===== config.mk =====
export PLATFORM = sky130hd
export DESIGN_NAME = irq_controller
export DESIGN_NICKNAME = d
export VERILOG_FILES = /design/src/rtl/irq_pkg.sv /design/src/rtl/irq_edge_detect.sv /design/src/rtl/irq_controller.sv
export SDC_FILE = /design/constraint.sdc
export NUM_CORES = 1
export LEC_CHECK = 0
export CAP_MARGIN = 20
export CORE_AREA = 10 10 118 120
export CTS_BUF_LIST = sky130_fd_sc_hd__clkbuf_8
export DETAILED_ROUTE_END_ITERATION = 16
export DIE_AREA = 0 0 128 130
export PLACE_DENSITY = 0.78
export SETUP_SLACK_MARGIN = 0.2
export SYNTH_ARGS = -nofsm -noshare
export SYNTH_HDL_FRONTEND = slang
export SYNTH_HIERARCHICAL = 1
export SYNTH_SLANG_ARGS = --single-unit

===== constraint.sdc =====
create_clock -name clk -period 6.74 [get_ports clk]
set_input_delay 2.022 -clock clk [delete_from_list [all_inputs] [get_ports clk]]
set_output_delay 2.022 -clock clk [all_outputs]
set_load 0.05 [all_outputs]

===== src/rtl/irq_pkg.sv =====
// ---------------------------------------------------------------------------
// irq_pkg
// Shared constants and helpers for the interrupt controller.
//   DEF_NUM_SRC    : default number of interrupt sources
//   MAX_SRC        : widest source vector the priority encoder accepts
//   DEF_VEC_BASE   : default vector address of source 0
//   DEF_VEC_STRIDE : default spacing between consecutive vectors
//   lowest_set()   : index of the lowest set bit among the first n bits,
//                    or n when none of them is set
// ---------------------------------------------------------------------------
package irq_pkg;

  localparam int          DEF_NUM_SRC    = 3;
  localparam int          MAX_SRC        = 32;
  localparam logic [31:0] DEF_VEC_BASE   = 32'h0000_0C00;
  localparam logic [31:0] DEF_VEC_STRIDE = 32'h0000_0100;

  // Index 0 is the highest priority, so "highest priority set" is simply
  // the lowest set bit. Scanning downward lets the lowest index win.
  function automatic int lowest_set(input logic [MAX_SRC-1:0] bits, input int n);
    int idx;
    idx = n;
    for (int i = MAX_SRC - 1; i >= 0; i--) begin
      if (i < n && bits[i]) idx = i;
    end
    return idx;
  endfunction

endpackage


===== src/rtl/irq_edge_detect.sv =====
// ---------------------------------------------------------------------------
// irq_edge_detect
// Keeps a registered copy of the raw request levels and flags a rising edge
// per source.
//   clk    : clock
//   irq_in : raw request levels
//   rise   : irq_in & ~prev, one bit per source (combinational)
// ---------------------------------------------------------------------------
module irq_edge_detect #(
  parameter int N = 3
) (
  input  logic         clk,
  input  logic [N-1:0] irq_in,
  output logic [N-1:0] rise
);

  logic [N-1:0] prev;

  // Reset also loads prev from irq_in, so the register needs no reset
  // branch: a level held high through reset never looks like an edge.
  // NOTE: sequential state is written with <= so every flop samples the
  // pre-edge value of its inputs; = here would create order-dependent races.
  always_ff @(posedge clk) begin
    prev <= irq_in;
  end

  assign rise = irq_in & ~prev;

endmodule


===== src/rtl/irq_controller.sv =====
// ---------------------------------------------------------------------------
// irq_controller
// Edge-triggered, fixed-priority, nesting interrupt controller with a
// hardware return-address stack.
//   clk       : clock, all state updates on the rising edge
//   rst       : synchronous active-high reset
//   en        : CPU advancing (~halt); gates takes and returns
//   irqIn     : raw request levels, a rising edge requests service
//   pcNext    : address the CPU would fetch next (saved on a take)
//   mret      : current instruction is a return-from-interrupt
//   irqTake   : combinational, CPU loads PC from irqTarget when 1
//   irqTarget : vector address or return address, 0 when irqTake=0
//   pending   : registered pending bits
//   inService : registered in-service bits
// ---------------------------------------------------------------------------
module irq_controller
  import irq_pkg::*;
#(
  parameter int          WIDTH      = 32,
  parameter int          NUM_SRC    = DEF_NUM_SRC,
  parameter logic [31:0] VEC_BASE   = DEF_VEC_BASE,
  parameter logic [31:0] VEC_STRIDE = DEF_VEC_STRIDE
) (
  input  logic               clk,
  input  logic               rst,
  input  logic               en,
  input  logic [NUM_SRC-1:0] irqIn,
  input  logic [WIDTH-1:0]   pcNext,
  input  logic               mret,
  output logic               irqTake,
  output logic [WIDTH-1:0]   irqTarget,
  output logic [NUM_SRC-1:0] pending,
  output logic [NUM_SRC-1:0] inService
);

  localparam int                 PTR_W = $clog2(NUM_SRC + 1);
  localparam logic [PTR_W-1:0]   DEPTH = PTR_W'(NUM_SRC);
  localparam logic [PTR_W-1:0]   ONE   = PTR_W'(1);

  logic [NUM_SRC-1:0] rise;
  logic [NUM_SRC-1:0] p_bit;
  logic [NUM_SRC-1:0] s_bit;
  int                 p_idx;
  int                 s_idx;
  logic               take_ok;
  logic               ret_ok;

  logic [WIDTH-1:0]   stack [NUM_SRC];
  logic [PTR_W-1:0]   sp;

  irq_edge_detect #(.N(NUM_SRC)) u_edge (
    .clk    (clk),
    .irq_in (irqIn),
    .rise   (rise)
  );

  // x & -x isolates the lowest set bit: the one-hot form of P and S.
  assign p_bit = pending   & (~pending   + NUM_SRC'(1));
  assign s_bit = inService & (~inService + NUM_SRC'(1));

  // NOTE: every combinational output gets a default first so no path
  // leaves it unassigned, which would otherwise infer a latch.
  always_comb begin
    p_idx     = lowest_set(MAX_SRC'(pending), NUM_SRC);
    s_idx     = lowest_set(MAX_SRC'(inService), NUM_SRC);
    // Nesting only by strictly higher priority; a return wins over a take.
    ret_ok    = en && mret && (|inService);
    take_ok   = en && !mret && (|pending) && (p_idx < s_idx);
    irqTake   = ret_ok || take_ok;
    irqTarget = '0;
    if (ret_ok) begin
      irqTarget = stack[sp - ONE];
    end else if (take_ok) begin
      irqTarget = WIDTH'(VEC_BASE) + WIDTH'(p_idx) * WIDTH'(VEC_STRIDE);
    end
  end

  always_ff @(posedge clk) begin
    if (rst) begin
      pending   <= '0;
      inService <= '0;
      sp        <= '0;
      // NOTE: the stack entries are cleared too so no stale return address
      // survives a reset; storage arrays are normally left unreset.
      for (int i = 0; i < NUM_SRC; i++) stack[i] <= '0;
    end else begin
      // Edge capture runs regardless of en. A new edge on the source being
      // taken re-arms it, so it is serviced again after its return.
      pending <= (pending & ~(take_ok ? p_bit : '0)) | rise;
      if (ret_ok) begin
        inService <= inService & ~s_bit;
        if (sp != '0) sp <= sp - ONE;
      end else if (take_ok) begin
        inService <= inService | p_bit;
        // Each source is in service at most once, so the stack cannot
        // overflow; the guard only keeps the pointer saturated.
        if (sp < DEPTH) begin
          stack[sp] <= pcNext;
          sp        <= sp + ONE;
        end
      end
    end
  end

endmodule

==> results of run 1 <==
[layout by cell type (no fill, tap or decap), types with 2 or more instances in the layout]
| cell type | count |
|---|---|
| sky130_fd_sc_hd__edfxtp_1 | 128 |
| sky130_fd_sc_hd__and2_1 | 96 |
| sky130_fd_sc_hd__clkdlybuf4s50_1 | 76 |
| sky130_fd_sc_hd__mux4_2 | 32 |
| sky130_fd_sc_hd__conb_1 | 32 |
| sky130_fd_sc_hd__nor2b_1 | 29 |
| sky130_fd_sc_hd__clkbuf_8 | 17 |
| sky130_fd_sc_hd__inv_1 | 15 |
| sky130_fd_sc_hd__dfxtp_1 | 10 |
| sky130_fd_sc_hd__o21ai_0 | 7 |
| sky130_fd_sc_hd__a21oi_1 | 6 |
| sky130_fd_sc_hd__ha_1 | 4 |
| sky130_fd_sc_hd__bufinv_16 | 4 |
| sky130_fd_sc_hd__buf_4 | 4 |
| sky130_fd_sc_hd__and3b_4 | 3 |
| sky130_fd_sc_hd__or2_2 | 3 |
| sky130_fd_sc_hd__nor2_1 | 3 |
| sky130_fd_sc_hd__clkinv_4 | 3 |
| sky130_fd_sc_hd__clkinv_2 | 3 |
| sky130_fd_sc_hd__nor2b_4 | 3 |
| sky130_fd_sc_hd__o211ai_1 | 2 |
| sky130_fd_sc_hd__or3_1 | 2 |
| sky130_fd_sc_hd__o21ai_1 | 2 |
| sky130_fd_sc_hd__nor3_1 | 2 |
| sky130_fd_sc_hd__clkinv_1 | 2 |
[path summary, 6_finish.rpt]
path	start	endpoint	slack [ns]	cells past startpoint
min reg2reg	pending[2]	pending[2]	0.52	2
max reg2reg	inService[0]	stack[0][17]	3.60	6
min	pending[2]	pending[2]	0.52	2
max	mret	irqTarget[8]	0.41	6
[critical path, cell delays in order]
cell                              delay, ns
sky130_fd_sc_hd__clkdlybuf4s50_1       0.47
sky130_fd_sc_hd__nor4b_4               0.37
sky130_fd_sc_hd__o21ai_2               0.18
sky130_fd_sc_hd__or3_1                 0.37
sky130_fd_sc_hd__o21ai_1               0.09
sky130_fd_sc_hd__clkdlybuf4s50_1       0.81
[sequential cells by signal, summed over array words and instances (netlist names)]
signal       cells
inService        3
pending          3
stack          128
u_edge/prev      3
sp               2
[power by group through the flow]
stage          combinational, µW  clock, µW  sequential [µW]
5_1_grt                      211        750             1000
6_report                     196        704             1000
4_1_cts                      199        715             1000
3_5_place_dp                 199          0             1020
2_1_floorplan                124          0             1020
3_3_place_gp                 197          0             1020
[metrics by stage]
stage	util	hold slack (ns)	setup slack [ns]	cell area, µm²	std cells
floorplan	-	0.504	1.28	6310	414
global placement	0.608	0.506	0.455	7120	618
detailed placement	0.608	0.511	0.420	7120	618
CTS	0.644	0.524	0.410	7540	649
global route	0.644	0.552	0.306	7540	649
finish	0.644	0.519	0.412	7540	649
[area by class of cell]
class,count,area share
multi-input combinational,238,0.270
clock inverter,14,0.0239
inverter,14,0.00697
clock buffer,17,0.0310
sequential,139,0.539
tap,147,0.0244
timing repair buffer,80,0.105
[metal layers]
| layer | global-route usage | share of wire | routed length [µm] |
|---|---|---|---|
| met5 | 0 | 0 | 0 |
| met4 | 0.0662 | 0.016 | 188 |
| met3 | 0.0467 | 0.057 | 684 |
| met2 | 0.253 | 0.51 | 6150 |
| met1 | 0.175 | 0.42 | 5050 |
[logic make-up after synthesis]
| kind of cell | share of synthesized area |
|---|---|
| and+or+nand+nor | 0.156 |
| DFF | 0.656 |
| buffers and inverters | 0.0357 |
| muxes | 0.116 |
| AOI/OAI and AO/OA | 0.0258 |
| adders and majority gates | 0.0101 |
| other | 0.000605 |
==> results.json, run 1 <==
{
  "synth_top_area_share": 0.620,
  "clk_latency_ns": 0.43,
  "worstMarginPinSlew_ns": 0.961,
  "finalPower_uw": 1900,
  "netSwitchingFraction": 0.224,
  "final_layout_size_suffix_gt1_frac": 0.159,
  "yosys-top-cells-count": "sky130_fd_sc_hd__edfxtp_1 (128), sky130_fd_sc_hd__and2_1 (96), sky130_fd_sc_hd__mux4_2 (32)",
  "synth_top_area_cells": "sky130_fd_sc_hd__edfxtp_1 (62%), sky130_fd_sc_hd__mux4_2 (12%), sky130_fd_sc_hd__and2_1 (9.7%)",
  "worstPathRequired_ns": 4.72,
  "max-slew-margin-rel": 0.359,
  "core_area_mm2": 0.0117,
  "cp-start-kind": "primary input",
  "number_of_enable_flip_flop_cells_after_synthesis": 128,
  "floorplan.die.height_um": 130,
  "place.gp.congestion": 0.802,
  "crit_path_max_fanout": 9,
  "fmaxAchievable_ghz": 0.158,
  "clock-skew-final_ns": 0.00620,
  "drt_pre_antenna_iters": 5,
  "synthMostInstantiatedCell": "sky130_fd_sc_hd__edfxtp_1",
  "netsw_uw": 425,
  "cp-end-kind": "primary output",
  "cts-htree-levels": 4,
  "numClockSinks": 139,
  "criticalPathCategory": "in -> out",
  "routed-via-count": 3420,
  "grt_first_pass_wirelength_um": 19000,
  "place.detailed.hpwl_um": 7300,
  "post_cts_hold_buffer_count": 0,
  "drt_first_iter_violations": 263,
  "post-route-period-util": 0.939,
  "ir_drop_v": 0.000123,
  "netlist_area_before_placement_mm2": 0.00620,
  "first_global_vias": 3735,
  "cts_tree": "yes",
  "maximum_number_of_pins_on_one_net_before_global_route_repair": 37,
  "final_antenna_net_count": 0,
  "outcome": "completed",
  "overflow": 0,
  "p_comb_frac": 0.103,
  "power.share.sequential": 0.526,
  "io_buffers": 77,
  "root_buffer_cell": "sky130_fd_sc_hd__clkbuf_8",
  "finalHoldViolations": 0,
  "power_density_mw_per_mm2": 252,
  "seq_area_frac_synth": 0.656,
  "cellLeakagePower_uw": 0.00271,
  "timing.hold.worst.class": "reg -> reg",
  "initial_utilization": 0.529,
  "filler_cell_count": 888,
  "clk_transition_reported_paths_ns": 0.07,
  "synth.lib_cells_used.distinct": 32,
  "timing_max_transition_violations_final": 0,
  "post-cts-setup-buffer-count": 0,
  "num_antenna_cells": 0,
  "globalRouteTotalUtil": 0.151,
  "seq_area_mm2": 0.00407,
  "min_period_ns": 6.33,
  "postSynthCellCount": 383,
  "rows": 40,
  "rsz0062_at_grt": "false",
  "io_pins": 78,
  "ys.warnings.count": 6,
  "syn2layout_area_growth_pct": 21.6,
  "timing.final.setup_violations": 0,
  "detail_route.drc_violations": 0,
  "post_synth_top_flop": "sky130_fd_sc_hd__edfxtp_1",
  "synth.largest_area_cell": "sky130_fd_sc_hd__edfxtp_1",
  "wl_per_cell_um": 18.6,
  "setup_total_neg_slack_ns": 0,
  "internal_power_uw": 1480,
  "num-nets-final": 534,
  "chipWidth_um": 128,
  "number_of_antenna_violations_at_the_first_check_in_global_routing": 0,
  "dieArea_mm2": 0.0166,
  "pwr-share-clk": 0.370,
  "synth_seq_cells": 139,
  "clock_buffer_count_from_cts": 17,
  "route.final.wire_length_um": 12100,
  "max_cap_violations": 0,
  "asyncSetResetFlopFracSynth": 0,
  "post_cts_repair_resize_count": 0,
  "critical_path_arrival_ns": 4.31,
  "buffers_from_clock_root_to_sink_at_most": 2,
  "viasPerCell": 5.27,
  "multiInputGateArea_mm2": 0.00203,
  "synth.avg_cell_area_um2": 16.2
}
Note: power is estimated with default switching activity, not from simulation.
==> run 2: changes to the inputs <==
--- a/config.mk
+++ b/config.mk
@@ -6,11 +6,10 @@
 export NUM_CORES = 1
 export LEC_CHECK = 0
 export CAP_MARGIN = 20
-export CORE_AREA = 10 10 118 120
+export CORE_AREA = 10 10 145 147
 export CTS_BUF_LIST = sky130_fd_sc_hd__clkbuf_8
 export DETAILED_ROUTE_END_ITERATION = 16
-export DIE_AREA = 0 0 128 130
-export PLACE_DENSITY = 0.78
+export DIE_AREA = 0 0 155 157
 export SETUP_SLACK_MARGIN = 0.2
 export SYNTH_ARGS = -nofsm -noshare
 export SYNTH_HDL_FRONTEND = slang
==> constraint.sdc (replaced) <==
create_clock -name clk -period 7 [get_ports clk]
set_input_delay 2.1 -clock clk [delete_from_list [all_inputs] [get_ports clk]]
set_output_delay 2.1 -clock clk [all_outputs]
set_load 0.05 [all_outputs]
==> run 2 against run 1 <==
Effect of this change: total power is 5.8% lower; worst hold slack improved by 0.0097 ns; non-clock buffer count unchanged; global-route usage shrank 3.9 points; sequential power down 4%; cell area increased by 1.2%; clock power is 8.9% lower; critical path depth did not move; clock-buffer cell count up 4; core utilization down 23 points; combinational power down 4%; routed wire length up 8.0%; critical path type unchanged.
==> results.json, run 2 (same netlist as run 1, synthesis figures left out) <==
{
  "cellLeakagePower_uw": 0.00271,
  "final_antenna_net_count": 0,
  "drt_first_iter_violations": 180,
  "regMostFlops": "stack",
  "rows": 50,
  "number_of_antenna_violations_at_the_first_check_in_global_routing": 0,
  "root_buffer_cell": "sky130_fd_sc_hd__clkbuf_8",
  "detail_route.drc_violations": 0,
  "grt_first_pass_wirelength_um": 20400,
  "met1_length_um": 5540,
  "numClockSinks": 139,
  "clk_latency_ns": 0.44,
  "worstHoldPathCells": 2,
  "post-cts-setup-buffer-count": 0,
  "syn2layout_area_growth_pct": 23.1,
  "cts_tree": "yes",
  "timing.final.setup_violations": 0,
  "met2_wirelength_um": 6490,
  "post_cts_repair_resize_count": 0,
  "top_signal_layer_used": "met4",
  "overflow": 0,
  "finalHoldViolations": 0,
  "dieArea_mm2": 0.0243,
  "cp-end-kind": "primary output",
  "post-route-period-util": 0.924,
  "viasPerCell": 4.57,
  "max_cap_violations": 0,
  "core_area_mm2": 0.0183,
  "num-nets-final": 534,
  "clock_buffer_count_from_cts": 17,
  "io_buffers": 77,
  "critical_path_arrival_ns": 4.37,
  "num_antenna_cells": 0,
  "maximum_number_of_pins_on_one_net_before_global_route_repair": 37,
  "worstPathRequired_ns": 4.90,
  "first_global_vias": 3690,
  "wl_per_cell_um": 17.7,
  "timing.reg2reg.setup_slack_ns": 3.78,
  "finalPower_uw": 1790,
  "setup_total_neg_slack_ns": 0,
  "min_period_ns": 6.47,
  "worst_r2r_path_depth": 6,
  "floorplan.die.height_um": 157,
  "final_layout_size_suffix_gt1_frac": 0.157,
  "initial_utilization": 0.338,
  "hold_slack_ns": 0.529,
  "clk_transition_reported_paths_ns": 0.08,
  "chipWidth_um": 155,
  "timing.hold.worst.class": "reg -> reg",
  "globalRouteTotalUtil": 0.111,
  "worstMarginPinSlew_ns": 0.984,
  "timing_max_transition_violations_final": 0,
  "outcome": "completed",
  "place.gp.congestion": 0.830,
  "power_density_mw_per_mm2": 235,
  "cp-start-kind": "primary input",
  "post-route-util": 0.416,
  "largest_register_ffs": 128,
  "mostFrequentLayoutCells": "sky130_fd_sc_hd__edfxtp_1 (128), sky130_fd_sc_hd__and2_1 (96), sky130_fd_sc_hd__clkdlybuf4s50_1 (77)",
  "crit_path_max_fanout": 9,
  "cts-htree-levels": 4,
  "rsz0062_at_grt": "false",
  "place.detailed.hpwl_um": 7650,
  "post_cts_hold_buffer_count": 0,
  "route.final.wire_length_um": 13000,
  "max-slew-margin-rel": 0.344,
  "criticalPathCategory": "in -> out",
  "clock-skew-final_ns": 0.0112,
  "commonest_non_fill_non_tap_cell_in_the_layout": "sky130_fd_sc_hd__edfxtp_1",
  "fmaxAchievable_ghz": 0.155,
  "io_pins": 78,
  "routed-via-count": 3369,
  "buffers_from_clock_root_to_sink_at_most": 2,
  "detailroute.wirelength.met3_um": 828,
  "drt_pre_antenna_iters": 4,
  "ir_drop_v": 0.000119
}
==> run 2: cell types whose count changed in the layout (fill, tap and decap cells not counted), moves of 2 or more <==
| cell | change |
|---|---|
| sky130_fd_sc_hd__bufinv_16 | -2 |
| sky130_fd_sc_hd__clkinv_1 | -2 |
| sky130_fd_sc_hd__inv_1 | +3 |
| sky130_fd_sc_hd__clkinv_4 | -2 |
| sky130_fd_sc_hd__clkbuf_8 | +4 |
==> run 2: final cells by class <==
cell class	count	area, µm²
clock buffers	21	289
clock inverters	11	104
fillers	1667	10700
inverters	14	52.6
multi-input cells	238	2030
flip-flops and latches	139	4070
well taps	234	293
repair buffers	80	793
==> run 2: per-layer routing <==
layer  vias up  track usage
met1      1688        0.129
met5         -            0
met2        87        0.184
li1       1582            -
met4         0       0.0427
met3        12       0.0404
==> run 2: where the power goes <==
group / internal [µW] / switching [µW]
Combinational: 90.3 / 97.8
Clock: 347 / 294
Sequential: 949 / 12.9
Total: 1390 / 404
==> run 2: critical path, cell delays in order <==
cell                              delay, ns
sky130_fd_sc_hd__clkdlybuf4s50_1       0.46
sky130_fd_sc_hd__nor4b_4               0.36
sky130_fd_sc_hd__o21ai_2               0.17
sky130_fd_sc_hd__or3_1                 0.36
sky130_fd_sc_hd__o21ai_1               0.08
sky130_fd_sc_hd__clkdlybuf4s50_1       0.82
==> run 2: path summary, 6_finish.rpt <==
| check | start | endpoint |
|---|---|---|
| worst max-delay path | mret | irqTarget[8] |
| worst min-delay path | inService[1] | inService[1] |
| worst min register to register | inService[1] | inService[1] |
| worst max register to register | inService[0] | stack[2][20] |
==> run 2: stage by stage <==
stage	instance area, µm²	instances	setup slack [ns]
after floorplan	6310	414	1.38
after global placement	7240	705	0.558
after detailed placement	7240	705	0.536
after CTS	7630	737	0.531
after global routing	7630	737	0.418
final	7630	737	0.533
